==> src/rtl/muldiv_pkg.sv <==
// Shared definitions for the iterative multiply/divide unit:
// AluCtrl encodings, FSM state codes and counter sizing.
package muldiv_pkg;

    localparam logic [5:0] ALU_MULT = 6'b001000;
    localparam logic [5:0] ALU_DIV  = 6'b001010;
    localparam logic [5:0] ALU_MFHI = 6'b001111;
    localparam logic [5:0] ALU_MFLO = 6'b000001;

    localparam logic [1:0] S_IDLE = 2'd0;
    localparam logic [1:0] S_MUL  = 2'd1;
    localparam logic [1:0] S_DIV  = 2'd2;
    localparam logic [1:0] S_FIX  = 2'd3;

    function automatic int cnt_width(input int w);
        return (w > 2) ? $clog2(w) : 1;
    endfunction

endpackage

==> src/rtl/muldiv_signfix.sv <==
// Conditional two's-complement negation; used both to take operand
// magnitudes and to restore result signs.
module muldiv_signfix #(
    parameter int W = 32
) (
    input  logic [W-1:0] value,
    input  logic         negate,
    output logic [W-1:0] result
);

    assign result = negate ? (~value + W'(1)) : value;

endmodule

==> src/rtl/muldivunit.sv <==
// Multi-cycle signed mult/div with HI/LO registers: one bit per cycle,
// followed by a single sign-fixup cycle.
module muldivunit
    import muldiv_pkg::*;
#(
    parameter int WIDTH = 32
) (
    input  logic             clk,
    input  logic             rst_n,
    input  logic [5:0]       AluCtrl,
    input  logic             Start,
    input  logic [WIDTH-1:0] A,
    input  logic [WIDTH-1:0] B,
    output logic             Busy,
    output logic             Done,
    output logic             Stall,
    output logic [WIDTH-1:0] HiLoOut
);

    localparam int W  = WIDTH;
    localparam int CW = cnt_width(WIDTH);

    logic [1:0]     state;
    logic [CW-1:0]  cnt;
    logic           is_div;
    logic           div_zero;
    logic           sign_q;
    logic           sign_r;
    logic [W-1:0]   dsr;
    logic [2*W-1:0] acc;
    logic [W-1:0]   hi;
    logic [W-1:0]   lo;
    logic           done;

    logic [W-1:0]   mag_a;
    logic [W-1:0]   mag_b;
    logic           op_mult;
    logic           op_div;
    logic           accept;

    logic [W:0]     mul_sum;
    logic [W:0]     rem_sh;
    logic [W:0]     diff;
    logic           take;
    logic [2*W-1:0] step_acc;

    logic [2*W-1:0] prod_s;
    logic [W-1:0]   quo_s;
    logic [W-1:0]   rem_s;

    muldiv_signfix #(.W(W)) u_mag_a (
        .value(A), .negate(A[W-1]), .result(mag_a)
    );
    muldiv_signfix #(.W(W)) u_mag_b (
        .value(B), .negate(B[W-1]), .result(mag_b)
    );
    muldiv_signfix #(.W(2*W)) u_fix_prod (
        .value(acc), .negate(sign_q), .result(prod_s)
    );
    muldiv_signfix #(.W(W)) u_fix_quo (
        .value(acc[W-1:0]), .negate(sign_q), .result(quo_s)
    );
    muldiv_signfix #(.W(W)) u_fix_rem (
        .value(acc[2*W-1:W]), .negate(sign_r), .result(rem_s)
    );

    assign op_mult = (AluCtrl == ALU_MULT);
    assign op_div  = (AluCtrl == ALU_DIV);
    assign accept  = Start && (state == S_IDLE) && (op_mult || op_div);

    // Multiply: acc = {partial product, remaining multiplier bits}
    assign mul_sum = {1'b0, acc[2*W-1:W]}
                   + (acc[0] ? {1'b0, dsr} : {(W+1){1'b0}});

    // Divide: acc = {partial remainder, remaining dividend/quotient bits}
    assign rem_sh = {acc[2*W-1:W], acc[W-1]};
    assign diff   = rem_sh - {1'b0, dsr};
    assign take   = ~diff[W];

    assign step_acc = is_div
        ? {(take ? diff[W-1:0] : rem_sh[W-1:0]), acc[W-2:0], take}
        : {mul_sum, acc[W-1:1]};

    always_ff @(posedge clk or negedge rst_n) begin
        if (!rst_n) begin
            state    <= S_IDLE;
            cnt      <= '0;
            is_div   <= 1'b0;
            div_zero <= 1'b0;
            sign_q   <= 1'b0;
            sign_r   <= 1'b0;
            dsr      <= '0;
            acc      <= '0;
            hi       <= '0;
            lo       <= '0;
            done     <= 1'b0;
        end else begin
            done <= 1'b0;
            case (state)
                S_IDLE: begin
                    if (accept) begin
                        state    <= op_div ? S_DIV : S_MUL;
                        is_div   <= op_div;
                        cnt      <= '0;
                        sign_q   <= A[W-1] ^ B[W-1];
                        sign_r   <= A[W-1];
                        div_zero <= op_div && (B == '0);
                        dsr      <= op_div ? mag_b : mag_a;
                        acc      <= {{W{1'b0}}, (op_div ? mag_a : mag_b)};
                    end
                end
                S_MUL, S_DIV: begin
                    acc <= step_acc;
                    if (cnt == CW'(WIDTH - 1)) begin
                        state <= S_FIX;
                    end else begin
                        cnt <= cnt + CW'(1);
                    end
                end
                S_FIX: begin
                    if (is_div) begin
                        // Zero divisor leaves |A| as remainder, so HI
                        // naturally becomes A; only LO needs forcing.
                        lo <= div_zero ? {W{1'b1}} : quo_s;
                        hi <= rem_s;
                    end else begin
                        lo <= prod_s[W-1:0];
                        hi <= prod_s[2*W-1:W];
                    end
                    done  <= 1'b1;
                    cnt   <= '0;
                    state <= S_IDLE;
                end
                default: state <= S_IDLE;
            endcase
        end
    end

    assign Busy  = (state != S_IDLE);
    assign Done  = done;
    assign Stall = Busy && (op_mult || op_div
                         || AluCtrl == ALU_MFHI || AluCtrl == ALU_MFLO);

    always_comb begin
        HiLoOut = '0;
        if (AluCtrl == ALU_MFHI) HiLoOut = hi;
        else if (AluCtrl == ALU_MFLO) HiLoOut = lo;
    end

endmodule
==> config.mk <==
export PLATFORM = sky130hd
export DESIGN_NAME = muldivunit
export DESIGN_NICKNAME = d
export VERILOG_FILES = /design/src/rtl/muldiv_pkg.sv /design/src/rtl/muldiv_signfix.sv /design/src/rtl/muldivunit.sv
export SDC_FILE = /design/constraint.sdc
export NUM_CORES = 1
export LEC_CHECK = 0
export BUFFER_PORTS_ARGS = -buffer_cell sky130_fd_sc_hd__buf_2
export CAP_MARGIN = 25
export CELL_PAD_IN_SITES_DETAIL_PLACEMENT = 0
export CELL_PAD_IN_SITES_GLOBAL_PLACEMENT = 1
export CORE_MARGIN = 1.5
export CORE_UTILIZATION = 42
export CTS_CLUSTER_SIZE = 28
export DETAILED_ROUTE_END_ITERATION = 8
export PLACE_DENSITY_LB_ADDON = 0.15
export SYNTH_ARGS = -nofsm -noshare
export SYNTH_HDL_FRONTEND = slang
export SYNTH_SLANG_ARGS = --single-unit
==> constraint.sdc <==
create_clock -name clk -period 3 [get_ports clk]
set_input_delay 0.15 -clock clk [delete_from_list [all_inputs] [get_ports clk]]
set_output_delay 0.15 -clock clk [all_outputs]
set_load 0.005 [all_outputs]
== Yosys cells after proc, flatten, opt, wreduce, memory -nomap -nowiden ==
Index checks and enable logic that the tools add are counted.

* Output and inout port bits: 35
* Flip-flop bits (word level): 172

* Equal/unequal tests: 11
* Muxes and demuxes: 25
* Bitwise logic cells: 7
* $add $sub $neg: 8
* Reduce and logical (&&, ||, !) cells: 16

{| class="wikitable"
|+ Operator list
! operator !! count
|-
| two-way mux 32 bit || 13
|-
| two-way mux 64 bit || 3
|-
| adder 32 x 1 -> 32 bit (second input constant) || 4
|-
| inverter 32 bit || 4
|-
| one-hot mux 64 bit (2 select lines) || 1
|-
| adder 64 x 1 -> 64 bit (second input constant) || 1
|-
| inverter 64 bit || 1
|-
| adder 32 x 32 -> 33 bit || 1
|-
| subtractor 33 x 32 -> 33 bit || 1
|-
| zero test 32 bit || 1
|-
| equality test 6 x 4 -> 1 bit (second input constant) || 3
|-
| one-hot mux 5 bit (3 select lines) || 1
|-
| two-way mux 5 bit || 2
|-
| AND reduction 2 bit || 4
|-
| equality test 6 x 1 -> 1 bit (second input constant) || 1
|-
| two-way mux 2 bit || 3
|-
| != test 2 bit (second input constant) || 3
|-
| one-hot mux 2 bit (3 select lines) || 1
|-
| adder 5 x 1 -> 5 bit (second input constant) || 1
|-
| equality test 5 bit (second input constant) || 1
|-
| equality test 2 bit (second input constant) || 2
|-
| logical AND 1 bit || 4
|-
| nonzero test 2 bit || 2
|-
| logical OR 1 bit || 3
|-
| 6 further kinds || 6
|}

== Logic depth before layout (Yosys ltp) ==
* Depth in word-level cells: 6
* Gate-level depth with buffers: 14
* Depth with buffers taken out: 13

== Cells and area by module ==
A second synthesis with hierarchy kept.

* Cell total of the unflattened synthesis: 2147
* Area total of the unflattened synthesis: 17819.6 sq um

{| class="wikitable"
|+ Modules (own cells, without submodules)
! module !! area an instance (sq um) !! times used !! seq. area each (sq um) !! cells an instance
|-
| muldivunit || 13062.5 || 1 || 4304.1 || 1545
|-
| muldiv_signfix at u_fix_quo ... || 777.0 || 4 || 0.0 || 99
|-
| muldiv_signfix at u_fix_prod || 1649.1 || 1 || 0.0 || 206
|}

== Worst setup path after synthesis ==
OpenSTA, ideal clock, no wires.

* Path kind: register to register
* Start point: register acc[0]
* End point: register acc[62]
* Setup slack: -0.211 ns
* Stages on the path, launching flop included: 14
* Setup time: 0.143 ns
* Required time: 2.857 ns
* Data arrival time: 3.068 ns
* Cells stage by stage: dfrtp_1 inv_1 buf_1 nor2_1 ha_1 and2_1 and3_1 a221o_1 or3_1 and3_1 o31ai_1 o21bai_1 xnor2_1 o221ai_1

* Longest elaborated chain between the ends: 4

{| class="wikitable"
|+ Ends and longest elaborated chain
! element !! line !! source
|-
| start: declaration || muldivunit.sv:30 || <nowiki>logic [2*W-1:0] acc;</nowiki>
|-
| start signal: assignment || muldivunit.sv:109 || <nowiki>acc <= {{W{1'b0}}, (op_div ? mag_a : mag_b)};</nowiki>
|-
| start signal: assignment || muldivunit.sv:113 || <nowiki>acc <= step_acc;</nowiki>
|-
| two-way mux 32 bit || muldivunit.sv:73 || <nowiki>+ (acc[0] ? {1'b0, dsr} : {(W+1){1'b0}});</nowiki>
|-
| adder 32 x 32 -> 33 bit || muldivunit.sv:73 ||
|-
| two-way mux 64 bit || muldivunit.sv:81 || <nowiki>? {(take ? diff[W-1:0] : rem_sh[W-1:0]), acc[W-2:0], take}</nowiki>
|-
| one-hot mux 64 bit (2 select lines) || muldivunit.sv:99 || <nowiki>case (state)</nowiki>
|}

Every way passes these cells.
A chain may end at the register's enable or synchronous reset.

== Worst setup path after layout ==
* Start point: register acc[0]
* End point: register acc[63]

The elaborated chain is that of the path after synthesis.

==> flow_summary.rst <==
.. list-table::
   :header-rows: 1

   * - Metric
     - Value
   * - CTS Buf Count
     - 17
   * - Final period utilization
     - 1.03
   * - Final Hold Violating Endpoints
     - 0
   * - Routed length per instance
     - 21.4 um
   * - Number of nets in the final layout
     - 2295
   * - Cell at the root of the clock tree
     - sky130_fd_sc_hd__clkbuf_16
   * - Syn Inst Count
     - 1776
   * - Starting DRT DRC Count
     - between 1000 and 1500
   * - Die X
     - roughly 190 um
   * - Post-CTS clock slew at the launch and capture registers of the worst setup and hold paths
     - around 0.08 ns
   * - Clock tree from TritonCTS
     - yes
   * - Endpoint required time on the critical path
     - between 3 and 4 ns
   * - Vias per cell
     - 5.83
   * - DRC violation count after routing
     - 0
   * - Post-route worst setup slack
     - -0.0928 ns
   * - Unique cell type count in the Yosys netlist
     - between 70 and 80
   * - Pins over their slew limit
     - 0
   * - Share of layout cells above drive strength 1
     - 0.332
   * - Initial Utilization
     - 0.429
   * - Cell area power density
     - roughly 1200 mW/mm2
   * - Maximum Capacitance Violations
     - 0
   * - Die H
     - 189 um
   * - First-pass DRT Iterations
     - 5
   * - Synth Flop Type
     - sky130_fd_sc_hd__dfrtp_1
   * - Signal arrival time at the worst endpoint
     - 3.39 ns
   * - Clock latency on the worst-skew pair
     - roughly 0.45 ns
   * - Antenna violations before repair
     - 2
   * - Sequential share of the synthesized area
     - 0.297
   * - RD Place Congestion
     - 0.993
   * - GRT Resource Usage Total
     - 0.308
   * - Commonest cells after routing, fill and taps aside
     - sky130_fd_sc_hd__buf_4, sky130_fd_sc_hd__dfrtp_1, sky130_fd_sc_hd__nand2_1, sky130_fd_sc_hd__nor2_1, sky130_fd_sc_hd__a21oi_1
   * - Failing checks
     - setup timing
   * - Aggregate global routing overflow
     - 0
   * - Total routed wirelength
     - 55900 um
   * - Cell area after technology mapping
     - 0.0145 mm2
   * - Max Freq
     - 323 MHz
   * - Lkg Pwr
     - 8.81 nW
   * - Largest vdd supply drop
     - between 0.7 and 0.8 mV
   * - Setup-violating endpoint count in the final report
     - 6
   * - RSZ-0062 raised after global routing
     - true
   * - Routed via count
     - 15199
   * - Category of the worst setup path launch point
     - register
   * - Critical Path Fanout Max
     - 7
   * - Ports placed on the boundary
     - between 100 and 150
   * - Core ar.
     - 0.0338 mm2
   * - Final critical path time including I/O delays and setup
     - 3.09 ns
   * - Slew @ Worst Pin
     - 0.786 ns
   * - Via count of the first global-routing pass
     - 14539
   * - Number of port buffers
     - roughly 110
   * - Final Util
     - 0.585
   * - Hold_ws
     - 0.0711 ns
   * - Synthesized netlist net count
     - 1924
   * - Sum of net half-perimeters after detailed placement
     - between 40000 and 50000 um
   * - Worst clock skew on the final layout
     - 0.0187 ns
   * - Signed area change from the synthesized netlist to the final layout
     - 36.4%
   * - Number of flip-flops and latches in the synthesized netlist
     - 172
   * - FP Rows
     - 67
   * - Worst hold path type
     - input port to register
   * - Count of clock tree sinks
     - 172
   * - Crit end category
     - register
   * - Proportion of synthesized flip-flops having asynchronous set or reset
     - 1.00
   * - Global-route wire length before repair
     - 84600 um
   * - Crit Path Category
     - register to register
   * - Final total negative setup slack
     - -0.360 ns
   * - Maximum number of pins on one net before global-route repair
     - 97
   * - Worst rel slew slack
     - 0.476
   * - Number of flops mapped to enable cells by yosys
     - 0
   * - Maximum count of clock buffers along a single path
     - 2
   * - Mapped Avg Cell Area
     - 8.16 um2
   * - Antenna Violating Nets Remaining
     - 0
   * - Commonest non-fill, non-tap cell in the layout
     - sky130_fd_sc_hd__buf_4
   * - Total die area
     - 0.0356 mm2
   * - Run status
     - finished with violations
   * - Number of H-tree levels
     - 4
   * - Count of warnings emitted by yosys
     - 0
-- critical path, stage by stage, from the launching register on --
cell and delay [ns]:
sky130_fd_sc_hd__dfrtp_1 0.42, sky130_fd_sc_hd__clkinv_4 0.13, sky130_fd_sc_hd__buf_12 0.17, sky130_fd_sc_hd__buf_12 0.14, sky130_fd_sc_hd__nor2_4 0.12, sky130_fd_sc_hd__ha_4 0.21, sky130_fd_sc_hd__a21o_1 0.18, sky130_fd_sc_hd__a21oi_2 0.16
sky130_fd_sc_hd__nor2b_4 0.05, sky130_fd_sc_hd__or4_4 0.43, sky130_fd_sc_hd__a211oi_4 0.31, sky130_fd_sc_hd__o31ai_4 0.13, sky130_fd_sc_hd__a2111oi_4 0.30, sky130_fd_sc_hd__o21a_1 0.16, sky130_fd_sc_hd__a41oi_2 0.03
-- routing by layer --
layer | GRT usage | wire [um] | share of wire | vias to the layer above
met1 | 0.436 | 25600 | 0.46 | 7368
met3 | 0.0315 | 3050 | 0.055 | 81
li1 | - | - | - | 7224
met4 | 0.103 | 1670 | 0.030 | 0
met2 | 0.491 | 25600 | 0.46 | 526
met5 | 0 | 0 | 0 | -
-- through the flow --
step	instances	worst slack, ns	instance area (um2)	total power [mW]
final	2609	-0.0928	19800	23.6
after global routing	2608	-0.224	19800	25.1
after CTS	2572	-0.0561	18700	21.7
after detailed placement	2513	-0.397	17500	18.6
after global placement	2513	-0.370	17500	18.5
after floorplan	1776	-0.00529	14500	12.6
-- path summary, 6_finish.rpt --
| kind | end | from | cells after the start | slack (ns) |
|---|---|---|---|---|
| worst max-delay path | acc[63]$_DFFE_PN0P_ | acc[0]$_DFFE_PN0P_ | 14 | -0.09 |
| worst min-delay path | div_zero$_DFFE_PN0P_ | B[30] | 4 | 0.07 |
| worst max register to register | acc[63]$_DFFE_PN0P_ | acc[0]$_DFFE_PN0P_ | 14 | -0.09 |
| worst min register to register | dsr[16]$_DFFE_PN0P_ | dsr[16]$_DFFE_PN0P_ | 2 | 0.50 |
| max in group asynchronous | hi[23]$_DFFE_PN0P_ | rst_n | 3 | 1.87 |
| min in group asynchronous | acc[59]$_DFFE_PN0P_ | rst_n | 2 | 0.29 |
-- report_power, final --
group	leakage [nW]	internal [mW]	switching, mW
clock	0.279	1.13	1.13
sequential	2.16	3.33	0.824
combinational	6.38	7.96	9.24
total	8.81	12.4	11.2
-- sequential cells by signal (all words and copies together) (netlist names) --
name      flops
Done          1
acc          64
cnt           5
div_zero      1
dsr          32
hi           32
is_div        1
lo           32
sign_q        1
sign_r        1
state         2
-- Yosys cell counts, drive strengths merged, types with 4 or more instances --
| cell type | n | area (um2) |
|---|---|---|
| nand2 | 163 | 617 |
| nor4 | 12 | 96.3 |
| o21bai | 5 | 37.5 |
| nor3 | 30 | 150 |
| o21a | 8 | 60.1 |
| o31ai | 31 | 233 |
| nand2b | 11 | 76.3 |
| a21o | 27 | 203 |
| nor2 | 170 | 641 |
| nand4 | 12 | 75.1 |
| a31oi | 14 | 87.6 |
| or4 | 19 | 151 |
| clkbuf | 84 | 325 |
| and3 | 15 | 93.8 |
| ha | 73 | 913 |
| nand3b | 4 | 30.0 |
| o21ai | 160 | 805 |
| o211ai | 13 | 97.6 |
| a22o | 33 | 289 |
| xor2 | 111 | 972 |
| dfrtp | 172 | 4300 |
| buf | 12 | 66.3 |
| a211oi | 28 | 210 |
| o22ai | 5 | 31.3 |
| mux2 | 41 | 465 |
| or3 | 22 | 139 |
| nand3 | 23 | 120 |
| inv | 66 | 248 |
| a221o | 17 | 170 |
| a21oi | 171 | 856 |
| a22oi | 28 | 210 |
| o41ai | 19 | 166 |
| mux2i | 35 | 350 |
| and2 | 12 | 75.1 |
| xnor2 | 64 | 561 |
| nor2b | 11 | 68.8 |
| or2 | 9 | 61.3 |
| o221ai | 11 | 96.3 |
-- what timing repair did --
item	in CTS	in global routing
cloned	2	1
hold buffers	1	0
gates resized for setup	89	167
pin swaps	47	67
endpoints found under the hold margin	68	0
setup buffers	24	38
endpoints found under the setup margin	43	49
-- layout make-up --
class,count,area [um2]
Fill cell,3096,14000
Multi-Input combinational cell,1441,10700
Sequential cell,172,4320
Timing Repair Buffer,448,3390
Tap cell,448,561
Clock buffer,18,439
Inverter,67,256
Clock inverter,14,138
Antenna cell,1,2.50
-- cell families (layout without fill, tap and decap cells) --
logic type | Yosys count | after routing | share of synthesized area
simple gates | 522 | 522 | 0.171
buf+inv | 163 | 547 | 0.0444
compound gates | 593 | 593 | 0.259
other cells | 0 | 1 | 0
xor+xnor | 175 | 175 | 0.106
flops | 172 | 172 | 0.297
fa+ha+maj | 75 | 75 | 0.0658
mux | 76 | 76 | 0.0563
Note: power is estimated with default switching activity, not from simulation.
